## config.mk

```make
export PLATFORM = sky130hd
export DESIGN_NAME = alu_arbiter
export DESIGN_NICKNAME = d
export VERILOG_FILES = /design/src/rtl/alu_arbiter_pkg.sv /design/src/rtl/alu_arbiter_rr_arb2.sv /design/src/rtl/alu_arbiter.sv
export SDC_FILE = /design/constraint.sdc
export NUM_CORES = 1
export LEC_CHECK = 0
export BUFFER_PORTS_ARGS = -buffer_cell sky130_fd_sc_hd__buf_4
export CAP_MARGIN = 40
export CORE_MARGIN = 2
export CORE_UTILIZATION = 42
export CTS_CLUSTER_DIAMETER = 120
export DETAILED_ROUTE_END_ITERATION = 10
export PLACE_DENSITY = 0.7
export SYNTH_ARGS = -nofsm -noshare
export SYNTH_HDL_FRONTEND = slang
export SYNTH_HIERARCHICAL = 1
export SYNTH_SLANG_ARGS = --single-unit
```

## constraint.sdc

```tcl
create_clock -name clk -period 2.9 [get_ports clk]
set_input_delay 0.145 -clock clk [delete_from_list [all_inputs] [get_ports clk]]
set_output_delay 0.145 -clock clk [all_outputs]
set_load 0.01 [all_outputs]
```

## src/rtl/alu_arbiter_pkg.sv

```systemverilog
// Shared definitions for the ALU arbiter: opcode map, carry-op classification
// and controller state encoding.
package alu_arbiter_pkg;

  localparam logic [7:0] OP_NOP = 8'h00;
  localparam logic [7:0] OP_ADD = 8'h01;
  localparam logic [7:0] OP_SUB = 8'h02;
  localparam logic [7:0] OP_MUL = 8'h03;
  localparam logic [7:0] OP_OR  = 8'h04;
  localparam logic [7:0] OP_AND = 8'h05;
  localparam logic [7:0] OP_XOR = 8'h06;
  localparam logic [7:0] OP_NOT = 8'h07;
  localparam logic [7:0] OP_ROR = 8'h08;
  localparam logic [7:0] OP_ROL = 8'h09;
  localparam logic [7:0] OP_CMP = 8'h0A;
  localparam logic [7:0] OP_INC = 8'h0B;
  localparam logic [7:0] OP_RSH = 8'h0C;
  localparam logic [7:0] OP_LSH = 8'h0D;

  typedef enum logic [1:0] {
    IDLE = 2'd0,
    EXEC = 2'd1,
    RESP = 2'd2
  } state_t;

  // The ALU only drives a meaningful carry for these opcodes.
  function automatic logic is_carry_op(input logic [7:0] op);
    return (op == OP_ADD) || (op == OP_SUB) || (op == OP_ROR) ||
           (op == OP_ROL) || (op == OP_RSH) || (op == OP_LSH);
  endfunction

endpackage

```

## src/rtl/alu_arbiter_rr_arb2.sv

```systemverilog
// Two-way round-robin arbiter: on a tie the requester that did not win last
// time is granted. Purely combinational.
module rr_arb2 (
  input  logic [1:0] req,
  input  logic       last_grant,
  output logic [1:0] grant,
  output logic       grant_idx
);

  always_comb begin
    // NOTE: default assignment first so no path leaves grant unassigned (no latch).
    grant = 2'b00;
    case (req)
      2'b01:   grant = 2'b01;
      2'b10:   grant = 2'b10;
      2'b11:   grant = last_grant ? 2'b01 : 2'b10;
      default: grant = 2'b00;
    endcase
  end

  assign grant_idx = grant[1];

endmodule

```

## src/rtl/alu_arbiter.sv

```systemverilog
// Shares one combinational ALU between two valid/ready requesters, with
// registered ALU inputs, captured results and per-requester carry history.
module alu_arbiter
  import alu_arbiter_pkg::*;
#(
  parameter int                 DATA_W  = 16,
  parameter int                 INSTR_W = 8,
  parameter logic [INSTR_W-1:0] MAX_OP  = 8'h0D
) (
  input  logic                 clk,
  input  logic                 rst,
  input  logic [1:0]           req_valid,
  output logic [1:0]           req_ready,
  input  logic [2*DATA_W-1:0]  req_op1,
  input  logic [2*DATA_W-1:0]  req_op2,
  input  logic [2*INSTR_W-1:0] req_instr,
  output logic [1:0]           resp_valid,
  input  logic [1:0]           resp_ready,
  output logic [DATA_W-1:0]    resp_out,
  output logic                 resp_carry,
  output logic                 resp_parity,
  output logic                 resp_eq,
  output logic                 resp_gt,
  output logic                 resp_err,
  output logic [DATA_W-1:0]    alu_op1,
  output logic [DATA_W-1:0]    alu_op2,
  output logic [INSTR_W-1:0]   alu_instruction,
  input  logic [DATA_W-1:0]    alu_out,
  input  logic                 alu_carry,
  input  logic                 alu_parity,
  input  logic                 alu_eq,
  input  logic                 alu_gt
);

  state_t            state;
  logic              last_grant;
  logic              tag;
  logic              illegal_q;
  logic [1:0]        carry_hold;
  logic [DATA_W-1:0] last_out [2];

  logic [1:0]         grant;
  logic               grant_idx;
  logic [DATA_W-1:0]  sel_op1;
  logic [DATA_W-1:0]  sel_op2;
  logic [INSTR_W-1:0] sel_instr;
  logic               sel_illegal;

  rr_arb2 u_arb (
    .req        (req_valid),
    .last_grant (last_grant),
    .grant      (grant),
    .grant_idx  (grant_idx)
  );

  assign req_ready   = (state == IDLE) ? grant : 2'b00;
  assign sel_op1     = grant_idx ? req_op1[DATA_W +: DATA_W]    : req_op1[0 +: DATA_W];
  assign sel_op2     = grant_idx ? req_op2[DATA_W +: DATA_W]    : req_op2[0 +: DATA_W];
  assign sel_instr   = grant_idx ? req_instr[INSTR_W +: INSTR_W] : req_instr[0 +: INSTR_W];
  assign sel_illegal = sel_instr > MAX_OP;

  // NOTE: all state and registered outputs use non-blocking assignments so every
  // read in this block sees the pre-edge value.
  always_ff @(posedge clk) begin
    if (rst) begin
      state           <= IDLE;
      last_grant      <= 1'b1;
      tag             <= 1'b0;
      illegal_q       <= 1'b0;
      carry_hold      <= 2'b00;
      // NOTE: last_out is a tiny register file that is deliberately reset, because
      // a NOP issued right after reset returns it.
      last_out[0]     <= '0;
      last_out[1]     <= '0;
      resp_valid      <= 2'b00;
      resp_out        <= '0;
      resp_carry      <= 1'b0;
      resp_parity     <= 1'b0;
      resp_eq         <= 1'b0;
      resp_gt         <= 1'b0;
      resp_err        <= 1'b0;
      alu_op1         <= '0;
      alu_op2         <= '0;
      alu_instruction <= OP_NOP;
    end else begin
      case (state)
        IDLE: begin
          if (|req_ready) begin
            alu_op1         <= sel_op1;
            alu_op2         <= sel_op2;
            // Illegal opcodes never reach the ALU.
            alu_instruction <= sel_illegal ? OP_NOP : sel_instr;
            illegal_q       <= sel_illegal;
            tag             <= grant_idx;
            state           <= EXEC;
          end
        end
        EXEC: begin
          if (illegal_q) begin
            resp_out    <= '0;
            resp_carry  <= 1'b0;
            resp_parity <= 1'b0;
            resp_eq     <= 1'b0;
            resp_gt     <= 1'b0;
            resp_err    <= 1'b1;
          end else if (alu_instruction == OP_NOP) begin
            // The ALU output is not trusted for NOP; replay the requester's history.
            resp_out    <= last_out[tag];
            resp_carry  <= carry_hold[tag];
            resp_parity <= ^last_out[tag];
            resp_eq     <= 1'b0;
            resp_gt     <= 1'b0;
            resp_err    <= 1'b0;
          end else begin
            resp_out    <= alu_out;
            resp_parity <= alu_parity;
            resp_eq     <= alu_eq;
            resp_gt     <= alu_gt;
            resp_err    <= 1'b0;
            if (is_carry_op(alu_instruction)) begin
              resp_carry      <= alu_carry;
              carry_hold[tag] <= alu_carry;
            end else begin
              resp_carry      <= carry_hold[tag];
            end
            last_out[tag] <= alu_out;
          end
          resp_valid[tag] <= 1'b1;
          state           <= RESP;
        end
        RESP: begin
          if (resp_ready[tag]) begin
            resp_valid      <= 2'b00;
            last_grant      <= tag;
            alu_instruction <= OP_NOP;
            state           <= IDLE;
          end
        end
        default: state <= IDLE;
      endcase
    end
  end

endmodule

```

After elaboration in Yosys (flattened, before gate mapping). Memories as Yosys holds them, arrays and structs flattened. A register that Yosys moved wholly into a read port is not among the register bits. Cells that the tools add are included.

Bits in registers: 70. Memory bits (writable): 32. Bits of input ports: 106. Output and inout bits: 65. Logic and storage cells: 99. Memories: 1.

Memory list: last_out (words 2, width 16, rd ports 1, clocked after memory_dff 1, write ports 2, RTL line alu_arbiter.sv:40) `logic [DATA_W-1:0] last_out [2];`.

Magnitude comparators: 3. Equal/unequal tests: 13. Multiplexer cells: 45. Bitwise logic cells: 3. Reductions and logical operators: 19.

Operator list (count): two-way mux 16 bit (5); == test 8 x 4 -> 1 bit, second input constant (4); two-way mux 8 bit (4); two-way mux 1 bit (26); case mux 8 bit (2 select lines) (1); OR reduction 16 bit (1); parity 16 bit (1); case mux 2 bit (3 select lines) (2); == test 8 x 1 -> 1 bit, second input constant (1); == test 8 x 2 -> 1 bit, second input constant (1); greater-than comparator 8 x 4 -> 1 bit, second input constant (1); logical NOT 8 bit (1); two-way mux 2 bit (4); AND reduction 2 bit (4); == test 2 bit, second input constant (3); logical OR 1 bit (5); == test 2 x 1 -> 1 bit, second input constant (2); case mux 2 bit (2 select lines) (1); AND reduction 4 bit (1); nonzero test 2 bit (2); AND reduction 3 bit (1); bitwise mux 2 bit (1); logical NOT 2 bit (1); less-than comparator 1 x 2 -> 1 bit, second input constant (1); 8 further kinds (9).

Longest topological paths before layout.
Depth in word-level cells: 9. Gate-level depth with buffers: 8. Mapped depth without buffers: 7.

Hierarchy. The synthesis kept the hierarchy.

By module, submodules not included: alu_arbiter (times used 1, cells an instance 459, area an instance 4677.0 µm², sequential area each 2382.3 µm²); rr_arb2 (times used 1, cells an instance 4, area an instance 26.3 µm², sequential area each 0.0 µm²).

Least setup slack after synthesis. Ideal clock, no wire load.

Path kind: register to register. Start: register alu_instruction[7]. End: memory last_out[1][0], enable pin. Setup time: 0.291 ns. Arrival: 1.752 ns. Data required time: 2.609 ns. Path slack: 0.858 ns. Stages on the path, launching flop included: 5. Buffers on the path: 0. Clock period less this slack: 2.042 ns. Path through: dfxtp_1 > or4_4 > nor3_4 > nor4b_2 > or2_2.

RTL lines: from (decl) (RTL line alu_arbiter.sv:27) `output logic [INSTR_W-1:0] alu_instruction,`; from (signal assigned) (RTL line alu_arbiter.sv:92) `alu_instruction <= sel_illegal ? OP_NOP : sel_instr;`; to (decl) (RTL line alu_arbiter.sv:40).

==> impl_metrics.ini <==
[sta]
fmax_ghz = 0.444
min_period_ps = 2250
hold_viol = 0
setup_violations = 0
period_share_pct = 77.7
max_slew_margin_pct = 57.2
rsz0062_at_grt = false
tightest_slew_ps = 641
finalMaxSlewViolations = 0
fin_worst_skew_ps = 6.19
fin_ws_ps = 646
fin_setup_tns_ps = 0
worst_hold_slack_ps = 37.5

[run_status]
status = finished clean

[floorplanning]
dieArea_mm2 = 0.0121
die_w_um = 110
pin_count = 171
start_util_pct = 43.2
die_h_um = 110
fp-row-count = 38
core_area_mm2 = 0.0109

[power_and_ir_drop]
powerDensity_mw_per_mm2 = 539
power_leakage_uw = 0.00271
ir_drop_v = 0.000236

[clock_network]
cts-htree-levels = 3
cts_resized = 0
clock_sinks = 103
cts_setup_buffers = 0
clk_pin_slew_ps = 90
cts_tree = built
cts_hold_buf = 0
cts_root_buffer = clkbuf_8
cts_made_buffers = 9
clock_path_buffers = 2
clk_latency_ps = 370

[setup_path]
r2r_end = last_out[0][10]
r2r_slack_ps = 650
worstPathArrival_ps = 2280
worstRegToRegCells = 5
slowest_stage = nor4_2
crit_path_max_incr_delay_ps = 460
cp.depth = 5
startpoint_type = flip-flop
crit_chain = nor2b_1 > nand2b_1 > nor4_2 > buf_4 > or2_2
crit_required_ps = 2930
cp_num_buf_inv = 1
path_max_fanout = 16
end_kind = flip-flop
path_class = reg2reg
crit_path_end = last_out[0][10]
critPathTopFamily = simple AND/OR/NAND/NOR gates
startpoint = state[0]
r2r-start = state[0]

[place]
dp_slack_ps = 659
place_area_mm2 = 0.00613
hpwl_mm = 9.09
io_buffer_count = 170
place.gp.congestion = 0.786

[drt]
drt-pass1-iter-count = 4
antenna_left = 0
drt-total-wl_mm = 12.0
dr_total_vias = 3912
wl_per_cell_um = 15.6
drc_errors = 0
via_per_inst = 5.09
drtIter0Drc = 185

[synth]
synth_top_area_share_pct = 30.2
synth_top_area_cell = dfxtp_1
yosysSeqAreaShare_pct = 50.7
synth_warnings = 6
ys_top_cells_by_area = dfxtp_1 (30%), edfxtp_1 (20%), mux2i_1 (12%)
syn_inst = 463
synth_area_mm2 = 0.00470
synth_nets = 569
synth-seq-cells = 103
avgSynthCellArea_um2 = 10.2
ys_types = 42

[global_route]
overflow = 0
antenna_found_initial = 0
grt_pass1_vias = 3896
grtUsageMet3_pct = 7.59
grt_first_pass_wirelength_mm = 18.8
grt-busiest-layer = met2
groute.layer.met1.usage_pct = 22.7
grt.met2_usage_pct = 35.6
track_usage_pct = 20.4
grt_max_degree = 67

[layout]
final_cell_area_mm2 = 0.00632
fin_nets = 729
drive_gt1_share_pct = 33.3
syn2layout_area_growth_pct = 34.3
diodes = 0
fill_cells = 938

[job]
maxCapViolCount = 0

[hold_path]
hold_path_class = in2reg
worstHoldPathCells = 3
## cell type report
cell class	count	area, µm²	share of cell area, %
Timing Repair Buffer	182	1380	21.8
Multi-Input combinational cell	326	2190	34.6
Sequential cell	103	2380	37.7
Clock inverter	6	61.3	0.971
Tap cell	140	175	2.77
Inverter	1	3.75	0.0594
Clock buffer	10	128	2.02
## through the flow
stage               instances  utilization, %  power [µW]
finish                    768            58.0        3410
global route              768            58.0        3610
CTS                       768            58.0        3450
detailed placement        752            56.3        2570
global placement          750            56.1        2550
floorplan                 463               -        2180
## where the power goes
part / leakage [µW] / internal [µW] / switching (µW) / total, µW
Combinational: 0.00170 / 418 / 426 / 844
Clock: 0.0000960 / 397 / 481 / 877
Sequential: 0.000913 / 1600 / 80.5 / 1680
Total: 0.00271 / 2420 / 988 / 3410
## worst min path at each step
stage,slack [ps],endpoint,from
after floorplan,290,carry_hold[0],alu_carry
after CTS,20,resp_eq,alu_eq
after global placement,410,carry_hold[1],alu_carry
after detailed placement,420,resp_eq,alu_eq
final,40,resp_eq,alu_eq
after global routing,10,resp_eq,alu_eq
## layer usage
metal,vias up,share of wire [%]
met5,-,0
met4,0,1.9
met3,14,7.4
met2,133,50
met1,1806,40
li1,1959,-
## placed cells by master (no fill, tap or decap), types with 2 or more instances in the layout
| master | synthesis | layout |
|---|---|---|
| a211oi_1 | 32 | 32 |
| a21o_1 | 3 | 3 |
| a21oi_1 | 24 | 24 |
| a22oi_1 | 4 | 4 |
| and2_1 | 34 | 34 |
| and3_1 | 4 | 4 |
| buf_4 | 2 | 181 |
| clkbuf_8 | 0 | 9 |
| clkinv_2 | 0 | 3 |
| dfxtp_1 | 71 | 71 |
| edfxtp_1 | 32 | 32 |
| mux2_2 | 3 | 3 |
| mux2i_1 | 58 | 58 |
| nand2_1 | 42 | 42 |
| nand2b_1 | 3 | 3 |
| nand3_1 | 2 | 2 |
| nor2_1 | 51 | 51 |
| nor2b_1 | 4 | 4 |
| nor3_1 | 3 | 3 |
| o211ai_1 | 16 | 16 |
| o21ai_1 | 2 | 2 |
| or2_2 | 2 | 2 |
| xnor2_1 | 9 | 9 |
| xor2_1 | 12 | 12 |
## registers in the layout, summed over array words and instances, names as in the netlist, 2 cells and up, named ones only
register / flops
alu_instruction: 8
alu_op1: 16
alu_op2: 16
carry_hold: 2
last_out: 32
resp_out: 16
resp_valid: 2
state: 2
## kinds of logic after synthesis
family | after synthesis | synth area share (%)
mux | 61 | 13.1
simple gates | 152 | 15.8
flops | 103 | 50.7
buf+inv | 34 | 3.11
xor+xnor | 21 | 3.91
compound gates | 92 | 13.4
## synth_stat cells
cell and number:
a211oi_1 32, a21boi_0 1, a21boi_1 1, a21o_1 3
a21oi_1 24, a221o_1 1, a22oi_1 4, a31oi_1 1
a32oi_1 1, and2_1 34, and3_1 4, buf_2 9
buf_4 2, clkbuf_1 22, dfxtp_1 71, edfxtp_1 32
inv_1 1, mux2_2 3, mux2i_1 58, nand2_1 42
nand2b_1 3, nand3_1 2, nor2_1 51, nor2b_1 4
nor3_1 3, nor3_4 1, nor4_1 1, nor4_2 1
nor4b_2 1, o211ai_1 16, o21a_1 2, o21ai_1 2
o21bai_1 1, o221ai_1 1, o31a_1 1, o41ai_1 1
or2_2 2, or3_1 1, or3b_2 1, or4_4 1
xnor2_1 9, xor2_1 12
## tightest hold or removal path: stages
cell	delay, ps
buf_4	110
nand3_1	50
a21oi_1	60
Power figures use the tool's default switching activity.
